File: src/rtl/i2s_tx_gen_if.sv
// Sample handshake between the decoder sample path and the I2S transmitter.
// The producer drives a stereo pair with a valid flag; the transmitter answers
// with ready while its holding register is empty.
interface i2s_tx_gen_if #(
    parameter int SAMPLE_W = 16
);
    logic [SAMPLE_W-1:0] sample_left;
    logic [SAMPLE_W-1:0] sample_right;
    logic                sample_valid;
    logic                sample_ready;

    modport master (
        output sample_left, sample_right, sample_valid,
        input  sample_ready
    );

    modport slave (
        input  sample_left, sample_right, sample_valid,
        output sample_ready
    );
endinterface

File: src/rtl/i2s_tx_gen.sv
// Parametrised I2S / left-justified / right-justified transmitter.
// bclk toggles on every strobe; all serial outputs update on the clk where
// bclk falls. A one-deep holding register decouples the sample producer from
// frame timing; an empty register at frame start sends silence and flags
// underrun.
module i2s_tx_gen #(
    parameter int SAMPLE_W = 16,
    parameter int SLOT_W   = 32
) (
    input  logic         clk,
    input  logic         reset_n,
    input  logic         strobe,
    input  logic [1:0]   fmt,
    i2s_tx_gen_if.slave  smp,
    output logic         bclk,
    output logic         lrclk,
    output logic         sdata,
    output logic         underrun
);
    localparam int FRAME = 2 * SLOT_W;
    localparam int PW    = $clog2(FRAME);
    localparam logic [PW-1:0] POS_LAST = PW'(FRAME - 1);

    typedef enum logic [1:0] {
        FMT_I2S = 2'd0,
        FMT_LJ  = 2'd1,
        FMT_RJ  = 2'd2,
        FMT_ALT = 2'd3
    } fmt_e;

    if (SAMPLE_W < 1 || SAMPLE_W >= SLOT_W) begin : g_bad_params
        $error("i2s_tx_gen: need 1 <= SAMPLE_W < SLOT_W");
    end

    logic [PW-1:0]       pos;
    logic [PW-1:0]       pos_nxt;
    logic                bit_upd;
    logic                frame_start;
    logic                hold_full;
    logic                take;
    logic [SAMPLE_W-1:0] hold_l, hold_r;
    logic [SAMPLE_W-1:0] buf_l, buf_r;
    logic [SAMPLE_W-1:0] bl_eff, br_eff;
    fmt_e                fmt_q, fmt_eff;
    logic                lr_nxt, sd_nxt;

    // A strobe while bclk is high is the falling toggle, i.e. a bit update.
    assign bit_upd     = strobe & bclk;
    assign pos_nxt     = (pos == POS_LAST) ? '0 : pos + 1'b1;
    assign frame_start = bit_upd & (pos == POS_LAST);

    assign smp.sample_ready = ~hold_full;
    assign take             = smp.sample_valid & ~hold_full;

    // At frame start the outgoing bit must already use the new frame's
    // format and sample, so bypass the registers on that clk.
    assign fmt_eff = frame_start ? fmt_e'(fmt) : fmt_q;
    assign bl_eff  = frame_start ? (hold_full ? hold_l : '0) : buf_l;
    assign br_eff  = frame_start ? (hold_full ? hold_r : '0) : buf_r;

    // Map the next position to word select and the serial data bit.
    always_comb begin
        int                  k;
        int                  idx;
        logic                right;
        logic [SAMPLE_W-1:0] s;
        k      = int'(pos_nxt);
        right  = 1'b0;
        if (k >= SLOT_W) begin
            k     = k - SLOT_W;
            right = 1'b1;
        end
        s      = right ? br_eff : bl_eff;
        idx    = -1;
        lr_nxt = right;
        case (fmt_eff)
            FMT_LJ: begin
                lr_nxt = ~right;
                if (k < SAMPLE_W) idx = SAMPLE_W - 1 - k;
            end
            FMT_RJ: begin
                lr_nxt = ~right;
                if (k >= SLOT_W - SAMPLE_W) idx = SLOT_W - 1 - k;
            end
            default: begin
                // I2S: one-bit delay after the word-select edge.
                if (k >= 1 && k <= SAMPLE_W) idx = SAMPLE_W - k;
            end
        endcase
        sd_nxt = 1'b0;
        for (int i = 0; i < SAMPLE_W; i++) begin
            if (i == idx) sd_nxt = s[i];
        end
    end

    // Bit clock, frame position and registered serial outputs.
    always_ff @(posedge clk or negedge reset_n) begin
        if (!reset_n) begin
            bclk     <= 1'b1;
            pos      <= POS_LAST;
            lrclk    <= 1'b0;
            sdata    <= 1'b0;
            underrun <= 1'b0;
            fmt_q    <= FMT_I2S;
            buf_l    <= '0;
            buf_r    <= '0;
        end else begin
            underrun <= 1'b0;
            if (strobe) bclk <= ~bclk;
            if (bit_upd) begin
                pos   <= pos_nxt;
                lrclk <= lr_nxt;
                sdata <= sd_nxt;
            end
            if (frame_start) begin
                fmt_q    <= fmt_eff;
                buf_l    <= bl_eff;
                buf_r    <= br_eff;
                underrun <= ~hold_full;
            end
        end
    end

    // Holding register: filled by handshake, drained only at frame start.
    always_ff @(posedge clk or negedge reset_n) begin
        if (!reset_n) begin
            hold_full <= 1'b0;
            hold_l    <= '0;
            hold_r    <= '0;
        end else begin
            if (frame_start && hold_full) begin
                hold_full <= 1'b0;
            end else if (take) begin
                hold_full <= 1'b1;
                hold_l    <= smp.sample_left;
                hold_r    <= smp.sample_right;
            end
        end
    end
endmodule

File: src/flat_wrapper.sv
// flat-port wrapper written by rule: the top's interface ports become plain ports
module i2s_tx_gen_flat 
#(
    parameter int SAMPLE_W = 16,
    parameter int SLOT_W   = 32
)
  (clk, reset_n, strobe, fmt, bclk, lrclk, sdata, underrun, smp_sample_left, smp_sample_right, smp_sample_valid, smp_sample_ready);
  i2s_tx_gen_if #(.SAMPLE_W(SAMPLE_W)) smp_i ();
  input  logic clk;
  input  logic reset_n;
  input  logic strobe;
  input  logic [1:0] fmt;
  output logic bclk;
  output logic lrclk;
  output logic sdata;
  output logic underrun;
  input wire logic [$bits(smp_i.sample_left)-1:0] smp_sample_left;
  input wire logic [$bits(smp_i.sample_right)-1:0] smp_sample_right;
  input wire logic [$bits(smp_i.sample_valid)-1:0] smp_sample_valid;
  output wire logic [$bits(smp_i.sample_ready)-1:0] smp_sample_ready;
  assign smp_i.sample_left = smp_sample_left;
  assign smp_i.sample_right = smp_sample_right;
  assign smp_i.sample_valid = smp_sample_valid;
  assign smp_sample_ready = smp_i.sample_ready;
  i2s_tx_gen #(.SAMPLE_W(SAMPLE_W), .SLOT_W(SLOT_W)) u_core (.clk(clk), .reset_n(reset_n), .strobe(strobe), .fmt(fmt), .smp(smp_i), .bclk(bclk), .lrclk(lrclk), .sdata(sdata), .underrun(underrun));
endmodule
File: config.mk
export PLATFORM = sky130hd
export DESIGN_NAME = i2s_tx_gen_flat
export DESIGN_NICKNAME = d
export VERILOG_FILES = /design/src/rtl/i2s_tx_gen_if.sv /design/src/rtl/i2s_tx_gen.sv /design/src/flat_wrapper.sv
export SDC_FILE = /design/constraint.sdc
export NUM_CORES = 1
export LEC_CHECK = 0
export CAP_MARGIN = 5
export CELL_PAD_IN_SITES_DETAIL_PLACEMENT = 1
export CELL_PAD_IN_SITES_GLOBAL_PLACEMENT = 1
export CORE_MARGIN = 3
export CORE_UTILIZATION = 35
export DETAILED_ROUTE_END_ITERATION = 12
export PLACE_DENSITY = 0.75
export SKIP_LAST_GASP = 1
export SYNTH_ARGS = -nofsm -noshare
export SYNTH_HDL_FRONTEND = slang
export SYNTH_SLANG_ARGS = --single-unit
File: constraint.sdc
create_clock -name clk -period 6 [get_ports clk]
set_clock_uncertainty 0.2 [all_clocks]
set_input_delay 0.9 -clock clk [delete_from_list [all_inputs] [get_ports clk]]
set_output_delay 0.9 -clock clk [all_outputs]
set_load 0.01 [all_outputs]
=== After elaboration in Yosys (flattened, before gate mapping) ===
Cells that the tools add are included.

* Register bits after elaboration: 77
* Output and inout port bits: 5
* Input port bits: 38

* Order comparisons: 5
* Bitwise logic cells: 7
* $add $sub $neg: 5
* Reduce and logical (&&, ||, !) cells: 6
* Equal/unequal tests: 18
* Mux-type cells: 33

{| class="wikitable"
|+ Operators by type and width
! operator !! number
|-
| == test 5 x 32 -> 1 bit, first input constant || 8
|-
| == test 4 x 32 -> 1 bit, first input constant || 4
|-
| two-way mux 32 bit || 4
|-
| two-way mux 16 bit || 5
|-
| == test 3 x 32 -> 1 bit, first input constant || 2
|-
| one-hot mux 32 bit (2 select lines) || 1
|-
| subtractor 6 x 32 -> 32 bit, first input constant || 2
|-
| == test 2 x 32 -> 1 bit, first input constant || 1
|-
| >= comparator 32 x 2 -> 1 bit, second input constant || 1
|-
| >= comparator 32 x 6 -> 1 bit, second input constant || 1
|-
| less-or-equal comparator 32 x 6 -> 1 bit, second input constant || 1
|-
| logical NOT 32 bit || 1
|-
| < comparator 32 x 6 -> 1 bit, second input constant || 1
|-
| subtractor 5 x 32 -> 32 bit, first input constant || 1
|-
| two-way mux 1 bit || 21
|-
| subtractor 6 x 6 -> 7 bit, second input constant || 1
|-
| adder 6 x 1 -> 6 bit, second input constant || 1
|-
| == test 6 bit, second input constant || 1
|-
| >= comparator 6 bit, second input constant || 1
|-
| two-way mux 6 bit || 1
|-
| inverter 1 bit || 4
|-
| bitwise AND 1 bit || 3
|-
| == test 2 x 1 -> 1 bit, second input constant || 1
|-
| == test 2 bit, second input constant || 1
|-
| other kinds (5) || 6
|}

=== Logic depth before layout (Yosys ltp) ===
Gate-level depths: netlist of the first run.

* Depth after elaboration: 25
* Depth in mapped cells: 21
* Depth with buffers taken out: 16

=== Worst setup path before layout of the first run ===
OpenSTA, ideal clock, no wires.

* Kind: in2reg
* Start point: input port strobe
* End point: register u_core.sdata
* Setup slack: 1,272 ps
* Arrival: 4,402 ps
* Buffers on the path: 2
* Cell stages on the path: 17
* Required time: 5,674 ps
* Path through: and4_1 -> nand2_1 -> clkbuf_1 -> clkbuf_1 -> nand2_1 -> nand2_1 -> inv_1 -> ha_1 -> inv_1 -> or4b_2 -> nor3_1 -> a21o_1 -> nand2_1 -> o311ai_2 -> o21ba_1 -> a211oi_1 -> o21ai_1

* Cells in the longest elaborated chain, start to end: 22

{| class="wikitable"
|+ Ends and longest elaborated chain
! what !! line !! source
|-
| start: declaration || flat_wrapper.sv:11 || <nowiki>input logic strobe;</nowiki>
|-
| bitwise AND 1 bit (*) || i2s_tx_gen.sv:48 || <nowiki>assign bit_upd = strobe & bclk;</nowiki>
|-
| bitwise AND 1 bit (*) || i2s_tx_gen.sv:50 || <nowiki>assign frame_start = bit_upd & (pos == POS_LAST);</nowiki>
|-
| two-way mux 2 bit (*) || i2s_tx_gen.sv:57 || <nowiki>assign fmt_eff = frame_start ? fmt_e'(fmt) : fmt_q;</nowiki>
|-
| named net u_core.fmt_eff[0] || i2s_tx_gen.sv:44 || <nowiki>fmt_e fmt_q, fmt_eff;</nowiki>
|-
| == test 2 bit / == test 2 x 1 -> 1 bit (equally long branches) || i2s_tx_gen.sv:76 || <nowiki>case (fmt_eff)</nowiki>
|-
| one-hot mux 32 bit (2 select lines) (*) || i2s_tx_gen.sv:76 ||
|-
| logical NOT 32 bit || i2s_tx_gen.sv:92 || <nowiki>if (i == idx) sd_nxt = s[i];</nowiki>
|-
| two-way mux 1 bit (15 in a row) || i2s_tx_gen.sv:92 ||
|-
| two-way mux 1 bit (*) || i2s_tx_gen.sv:92 ||
|-
| end signal: assignment || i2s_tx_gen.sv:113 || <nowiki>sdata <= sd_nxt;</nowiki>
|-
| end: declaration || i2s_tx_gen.sv:17 || <nowiki>output logic sdata,</nowiki>
|}

The timed path passes the listed nets; every way through them passes the cells marked *.
A chain may end at the register's enable or synchronous reset.

=== Worst setup path in the final report of the first run ===
* Start point: register u_core.pos[0]
* End point: register u_core.sdata

{| class="wikitable"
|+ RTL lines
! what !! line !! source
|-
| start: declaration || i2s_tx_gen.sv:35 || <nowiki>logic [PW-1:0] pos;</nowiki>
|-
| start signal: assignment || i2s_tx_gen.sv:111 || <nowiki>pos <= pos_nxt;</nowiki>
|-
| == test 6 bit (*) || i2s_tx_gen.sv:50 ||
|-
| bitwise AND 1 bit (*) || i2s_tx_gen.sv:50 ||
|-
| two-way mux 2 bit (*) || i2s_tx_gen.sv:57 ||
|-
| named net u_core.fmt_eff[0] || i2s_tx_gen.sv:44 ||
|-
| == test 2 bit / == test 2 x 1 -> 1 bit (equally long branches) || i2s_tx_gen.sv:76 ||
|-
| one-hot mux 32 bit (2 select lines) (*) || i2s_tx_gen.sv:76 ||
|-
| logical NOT 32 bit || i2s_tx_gen.sv:92 ||
|-
| two-way mux 1 bit (15 in a row) || i2s_tx_gen.sv:92 ||
|-
| two-way mux 1 bit (*) || i2s_tx_gen.sv:92 ||
|}

Marks and branches as above.

==> results.json, run 1 <==
{
  "swShare_pct": 36.03,
  "cts.sinks": 77,
  "pre_cts_ws_ns": 0.6946,
  "rows": 39,
  "criticalPathCategory": "reg -> reg",
  "post-route-period-util_pct": 85.10,
  "clkPwrFrac_pct": 26.7,
  "cpMostUsedCell": "nand2_1",
  "drt_wl_total_microns": 10960,
  "sequentialPowerShare_pct": 37.9,
  "areaGrowthSynthToFinish_pct": 19.35,
  "ctsLongestPathBuffers": 2,
  "synth_edf_count": 0,
  "maxSlewViolCount": 0,
  "leakagePower_nw": 2.367,
  "layout-drive-gt1-share_pct": 15.16,
  "cts_tree": "built",
  "dominantRegCellSynth": "dfrtp_1",
  "via_count": 3460,
  "crit_slowest_cell": "or4b_2",
  "slew_headroom_pct": 33.98,
  "cp_max_fo": 15,
  "ys_warn_count": 0,
  "hold_class": "reg -> reg",
  "setup.worst_path.start_class": "register",
  "drc_errors": 0,
  "holdWs_ns": 0.2594,
  "cts_hold_buf": 0,
  "ant_nets": 0,
  "critPathArrivalTime_ns": 5.12,
  "yosysUniqueCellTypes": 65,
  "cp.required_ns": 6.02,
  "clock.fmax_mhz": 195.8,
  "timing.max_cap.violations": 0,
  "avgSynthCellArea_sq_um": 9.678,
  "htreeDepth": 3,
  "grt_usage_pct": 17.38,
  "synthCells": 445,
  "reg2reg_depth": 16,
  "status": "completed",
  "start_util_pct": 36.77,
  "yosysTopAreaCell": "dfrtp_1",
  "vias_per_cell": 5.483,
  "cp-end-kind": "register",
  "numCtsBuffers": 9,
  "nets": 536,
  "dp_hpwl_microns": 7726,
  "hold_violations": 0,
  "wire_per_inst_microns": 17.37,
  "die-area_sq_mm": 0.01367,
  "p_int_mw": 1.289,
  "syn_area_sq_mm": 0.004307,
  "path_clk_slew_ns": 0.06,
  "tns_ns": 0,
  "hold_depth": 2,
  "cp_slowest_stage_delay_ns": 0.72,
  "tightest_slew_ns": 0.9902,
  "cts_resized": 0,
  "grt_pass1_vias": 3815,
  "worst_slack_ns": 0.8940,
  "core_area_sq_mm": 0.01171,
  "first_pass_iters": 4,
  "grt_antenna_before_repair": 0,
  "gp_congestion": 0.8771,
  "power_switching_uw": 725.9,
  "setup_viol_count_final": 0,
  "grt_first_pass_wirelength_microns": 18640,
  "drtIter0Drc": 153,
  "crit_chain": "ha_1, and3_1, and2_1, nand2_1, nand2_1, inv_1, ha_1, inv_1, or4b_2, nor3_1, a21o_1, nand2_1, o311ai_2, o21ba_1, a211oi_1, o21ai_1",
  "cts-root-buf": "clkbuf_16",
  "gr-total-overflow": 0,
  "cts_setup_buffers": 0,
  "antenna_cells": 0,
  "seq_area_frac_synth_pct": 44.94,
  "io_pins": 43,
  "synthArstFlopShare_pct": 100.0,
  "rsz0062_at_grt": "no",
  "synth_top_area_share_pct": 40.67,
  "synthTopCellsByArea": "dfrtp_1 41%, mux2_2 8.9%, nand2_1 7.1%",
  "cellPowerDensity_mw_per_mm2": 392.0,
  "die_y_microns": 116.9,
  "die_x_microns": 116.9,
  "grt_max_degree": 78,
  "finalCriticalPeriod_ns": 5.106,
  "vdd_drop_max_v": 0.0001648,
  "synth_seq_cells": 77,
  "clk_latency_ns": 0.34,
  "p_comb_share_pct": 35.4,
  "io_buffers": 42
}
==> Yosys cell counts, types with 3 or more instances <==
library cell  number
clkbuf_1          15
buf_2              8
mux2i_1           10
and3_1             4
a211oi_1           4
dfstp_2            7
a311oi_1           4
and2_1             7
nand2_1           82
nor2_1            15
inv_1             20
a21o_1             5
mux2_2            34
o31ai_1            3
nor4_1             3
o41ai_1            3
a21oi_1            7
o21ai_0           15
xnor2_1            8
and4_1             3
ha_1              14
o211ai_1           6
a31oi_1            6
nor3_1             8
dfrtp_1           70
nand3_1           32
==> metrics by stage <==
stage	power (mW)	cell area (sq um)	std cells	utilization (%)
2_1_floorplan	1.269	4340	454	-
3_3_place_gp	1.441	4848	616	41.40
3_5_place_dp	1.482	4848	616	41.40
4_1_cts	2.028	5140	631	43.89
5_1_grt	2.147	5140	631	43.89
6_report	2.015	5140	631	43.89
==> path summary, 6_finish.rpt <==
kind	start	to	slack, ns
max reg2reg	u_core.pos[0]	u_core.sdata	0.89
max	u_core.pos[0]	u_core.sdata	0.89
min in group asynchronous	reset_n	u_core.hold_r[10]	0.53
min reg2reg	u_core.buf_l[12]	u_core.buf_l[12]	0.26
min	u_core.buf_l[12]	u_core.buf_l[12]	0.26
max in group asynchronous	reset_n	u_core.buf_r[6]	4.44
==> worst max-delay path: cells and delay by family (launching register included) <==
family                   cells  cell delay (ns)
AND/OR/NAND/NOR              7             1.75
AO/OA/AOI/OAI                5             1.08
adder cells (fa/ha/maj)      2             1.03
flip-flops                   1             0.66
buffers and inverters        2             0.25
==> flip-flops by register name, summed over array words and instances (netlist names), 2 cells and up <==
name	cells
u_core.buf_l	16
u_core.buf_r	16
u_core.hold_l	16
u_core.hold_r	16
u_core.pos	6
u_core.fmt_q	2
==> layer usage <==
layer | vias to the layer above | track usage, % | routed length, microns
met2 | 59 | 30.30 | 5543
met1 | 1733 | 21.10 | 4781
met5 | - | 0 | 0
met3 | 19 | 2.725 | 325
li1 | 1649 | - | -
met4 | 0 | 7.951 | 309
==> area by class of cell <==
type	instances	area [sq um]
tap	143	178.9
clock buffer	11	242.7
clock inverter	4	48.80
sequential	77	1936
inverter	20	75.07
fill	1372	6571
multi-input combinational	329	2203
timing repair buffer	47	455.4
==> layout by cell type, fill, tap and decap left out, drive strengths merged, types with 3 or more instances in the layout <==
master	n
a211oi	4
a21o	5
a21oi	7
a311oi	4
a31oi	6
and2	8
and3	5
and4	3
buf	6
clkbuf	11
clkdlybuf4s50	41
clkinv	3
conb	10
dfrtp	70
dfstp	7
ha	14
inv	20
mux2	34
mux2i	10
nand2	83
nand3	32
nor2	15
nor3	8
nor4	3
o211ai	6
o21ai	17
o311ai	3
o31ai	4
o41ai	3
or3	3
xnor2	8
==> power groups by stage <==
stage	Clock (mW)	Sequential, mW	Combinational, mW
after floorplan	0	0.696	0.573
after global placement	0	0.764	0.677
after detailed placement	0	0.773	0.708
after CTS	0.549	0.765	0.714
after global routing	0.574	0.784	0.789
final	0.537	0.764	0.714
==> kinds of logic after synthesis <==
logic type	synth area share, %
AND/OR/NAND/NOR	19.84
buffers and inverters	4.852
AO/OA/AOI/OAI	12.44
multiplexers	11.74
flip-flops	44.94
XOR/XNOR	2.034
adder cells (fa/ha/maj)	4.067
other	0.08708
Note: power is estimated with default switching activity, not from simulation.
==> inputs of run 2 (changes only) <==
--- a/config.mk
+++ b/config.mk
@@ -10,6 +10,7 @@
 export CELL_PAD_IN_SITES_GLOBAL_PLACEMENT = 1
 export CORE_MARGIN = 3
 export CORE_UTILIZATION = 35
+export CTS_BUF_LIST = sky130_fd_sc_hd__clkbuf_4
 export DETAILED_ROUTE_END_ITERATION = 12
 export PLACE_DENSITY = 0.75
 export SKIP_LAST_GASP = 1
==> results.json, run 2 (synthesis gave the netlist of run 1 again) <==
{
  "status": "completed",
  "die_y_microns": 116.9,
  "grt_pass1_vias": 3720,
  "slew_headroom_pct": 34.35,
  "cts-root-buf": "clkbuf_4",
  "grt_max_degree": 78,
  "ant_nets": 0,
  "mostFrequentLayoutCells": "82 x nand2_1, 70 x dfrtp_1, 41 x clkdlybuf4s50_1, 34 x mux2_2, 32 x nand3_1",
  "path_clk_slew_ns": 0.13,
  "cts_tree": "built",
  "die_x_microns": 116.9,
  "core_area_sq_mm": 0.01171,
  "maxSlewViolCount": 0,
  "setup_viol_count_final": 0,
  "start_util_pct": 36.77,
  "dp_hpwl_microns": 7726,
  "cp.required_ns": 6.10,
  "rsz0062_at_grt": "no",
  "finalCriticalPeriod_ns": 5.096,
  "leakagePower_nw": 2.296,
  "criticalPathCategory": "reg -> reg",
  "tightest_slew_ns": 0.9847,
  "first_pass_iters": 4,
  "timing.max_cap.violations": 0,
  "gr-total-overflow": 0,
  "io_buffers": 42,
  "cellPowerDensity_mw_per_mm2": 356.2,
  "htreeDepth": 3,
  "final_common_cell": "nand2_1",
  "final_area_sq_mm": 0.004976,
  "grt_first_pass_wirelength_microns": 18090,
  "setup.worst_path.start_class": "register",
  "clk_latency_ns": 0.43,
  "cts_resized": 0,
  "via_count": 3420,
  "grt_usage_pct": 16.72,
  "rows": 39,
  "tns_ns": 0,
  "cts.sinks": 77,
  "antenna_cells": 0,
  "layout-drive-gt1-share_pct": 15.16,
  "die-area_sq_mm": 0.01367,
  "drt_wl_total_microns": 10500,
  "nets": 536,
  "grt_antenna_before_repair": 0,
  "critPathArrivalTime_ns": 5.20,
  "ctsLongestPathBuffers": 2,
  "placed_area_sq_mm": 0.004848,
  "vdd_drop_max_v": 0.0001446,
  "hold_violations": 0,
  "drc_errors": 0,
  "vias_per_cell": 5.420,
  "areaGrowthSynthToFinish_pct": 15.54,
  "cp_max_fo": 15,
  "cts_hold_buf": 0,
  "fin_util_pct": 42.49,
  "cts_setup_buffers": 0,
  "wire_per_inst_microns": 16.63,
  "cp-end-kind": "register",
  "nFillCells": 1387,
  "post-route-period-util_pct": 84.93,
  "gp_congestion": 0.8771,
  "hold_class": "reg -> reg",
  "io_pins": 43,
  "numCtsBuffers": 9,
  "drtIter0Drc": 134,
  "clock.fmax_mhz": 196.2
}
run 2: worst paths after layout:
path / from / endpoint / slack, ns / cells after the start
max in group asynchronous: reset_n / u_core.buf_r[2] / 4.54 / 1
setup / recovery: u_core.pos[0] / u_core.sdata / 0.90 / 16
hold / removal: u_core.buf_l[12] / u_core.buf_l[12] / 0.27 / 2
setup reg to reg: u_core.pos[0] / u_core.sdata / 0.90 / 16
min in group asynchronous: reset_n / u_core.hold_r[9] / 0.42 / 1
hold reg to reg: u_core.buf_l[12] / u_core.buf_l[12] / 0.27 / 2
run 2: critical path: stages (launching register included):
cell and delay, ns:
dfstp_2 0.69, ha_1 0.50, and3_1 0.29, and2_1 0.18
nand2_1 0.08, nand2_1 0.08, inv_1 0.05, ha_1 0.53
inv_1 0.19, or4b_2 0.72, nor3_1 0.26, a21o_1 0.19
nand2_1 0.09, o311ai_2 0.33, o21ba_1 0.20, a211oi_1 0.28
o21ai_1 0.10
run 2: stage by stage:
step	setup slack, ns	hold slack (ns)	std cells	power, mW
6_report	0.9041	0.2707	631	1.772
3_3_place_gp	0.8894	0.2384	616	1.441
2_1_floorplan	1.272	0.2264	454	1.269
5_1_grt	0.5548	0.3056	631	1.911
3_5_place_dp	0.6946	0.2487	616	1.482
4_1_cts	0.9514	0.2778	631	1.792
run 2: cell type report:
class | count | area, sq um | share of cell area, %
Timing Repair Buffer | 47 | 455.4 | 9.153
Tap cell | 143 | 178.9 | 3.596
Clock buffer | 10 | 75.07 | 1.509
Inverter | 20 | 75.07 | 1.509
Sequential cell | 77 | 1936 | 38.90
Multi-Input combinational cell | 329 | 2203 | 44.28
Clock inverter | 5 | 52.55 | 1.056
run 2: metal layers:
metal  global-route usage, %  vias up  wire length [microns]
li1                        -     1647                      -
met1                   21.23     1696                   4648
met2                   28.59       58                   5246
met3                   2.674       19                    323
met4                   6.498        0                    277
met5                       0        -                      0
run 2: power breakdown:
part           total [mW]  internal (mW)  switching, mW
Combinational       0.707          0.318          0.390
Clock               0.304          0.128          0.177
Sequential          0.760          0.638          0.122
Total                1.77           1.08          0.688
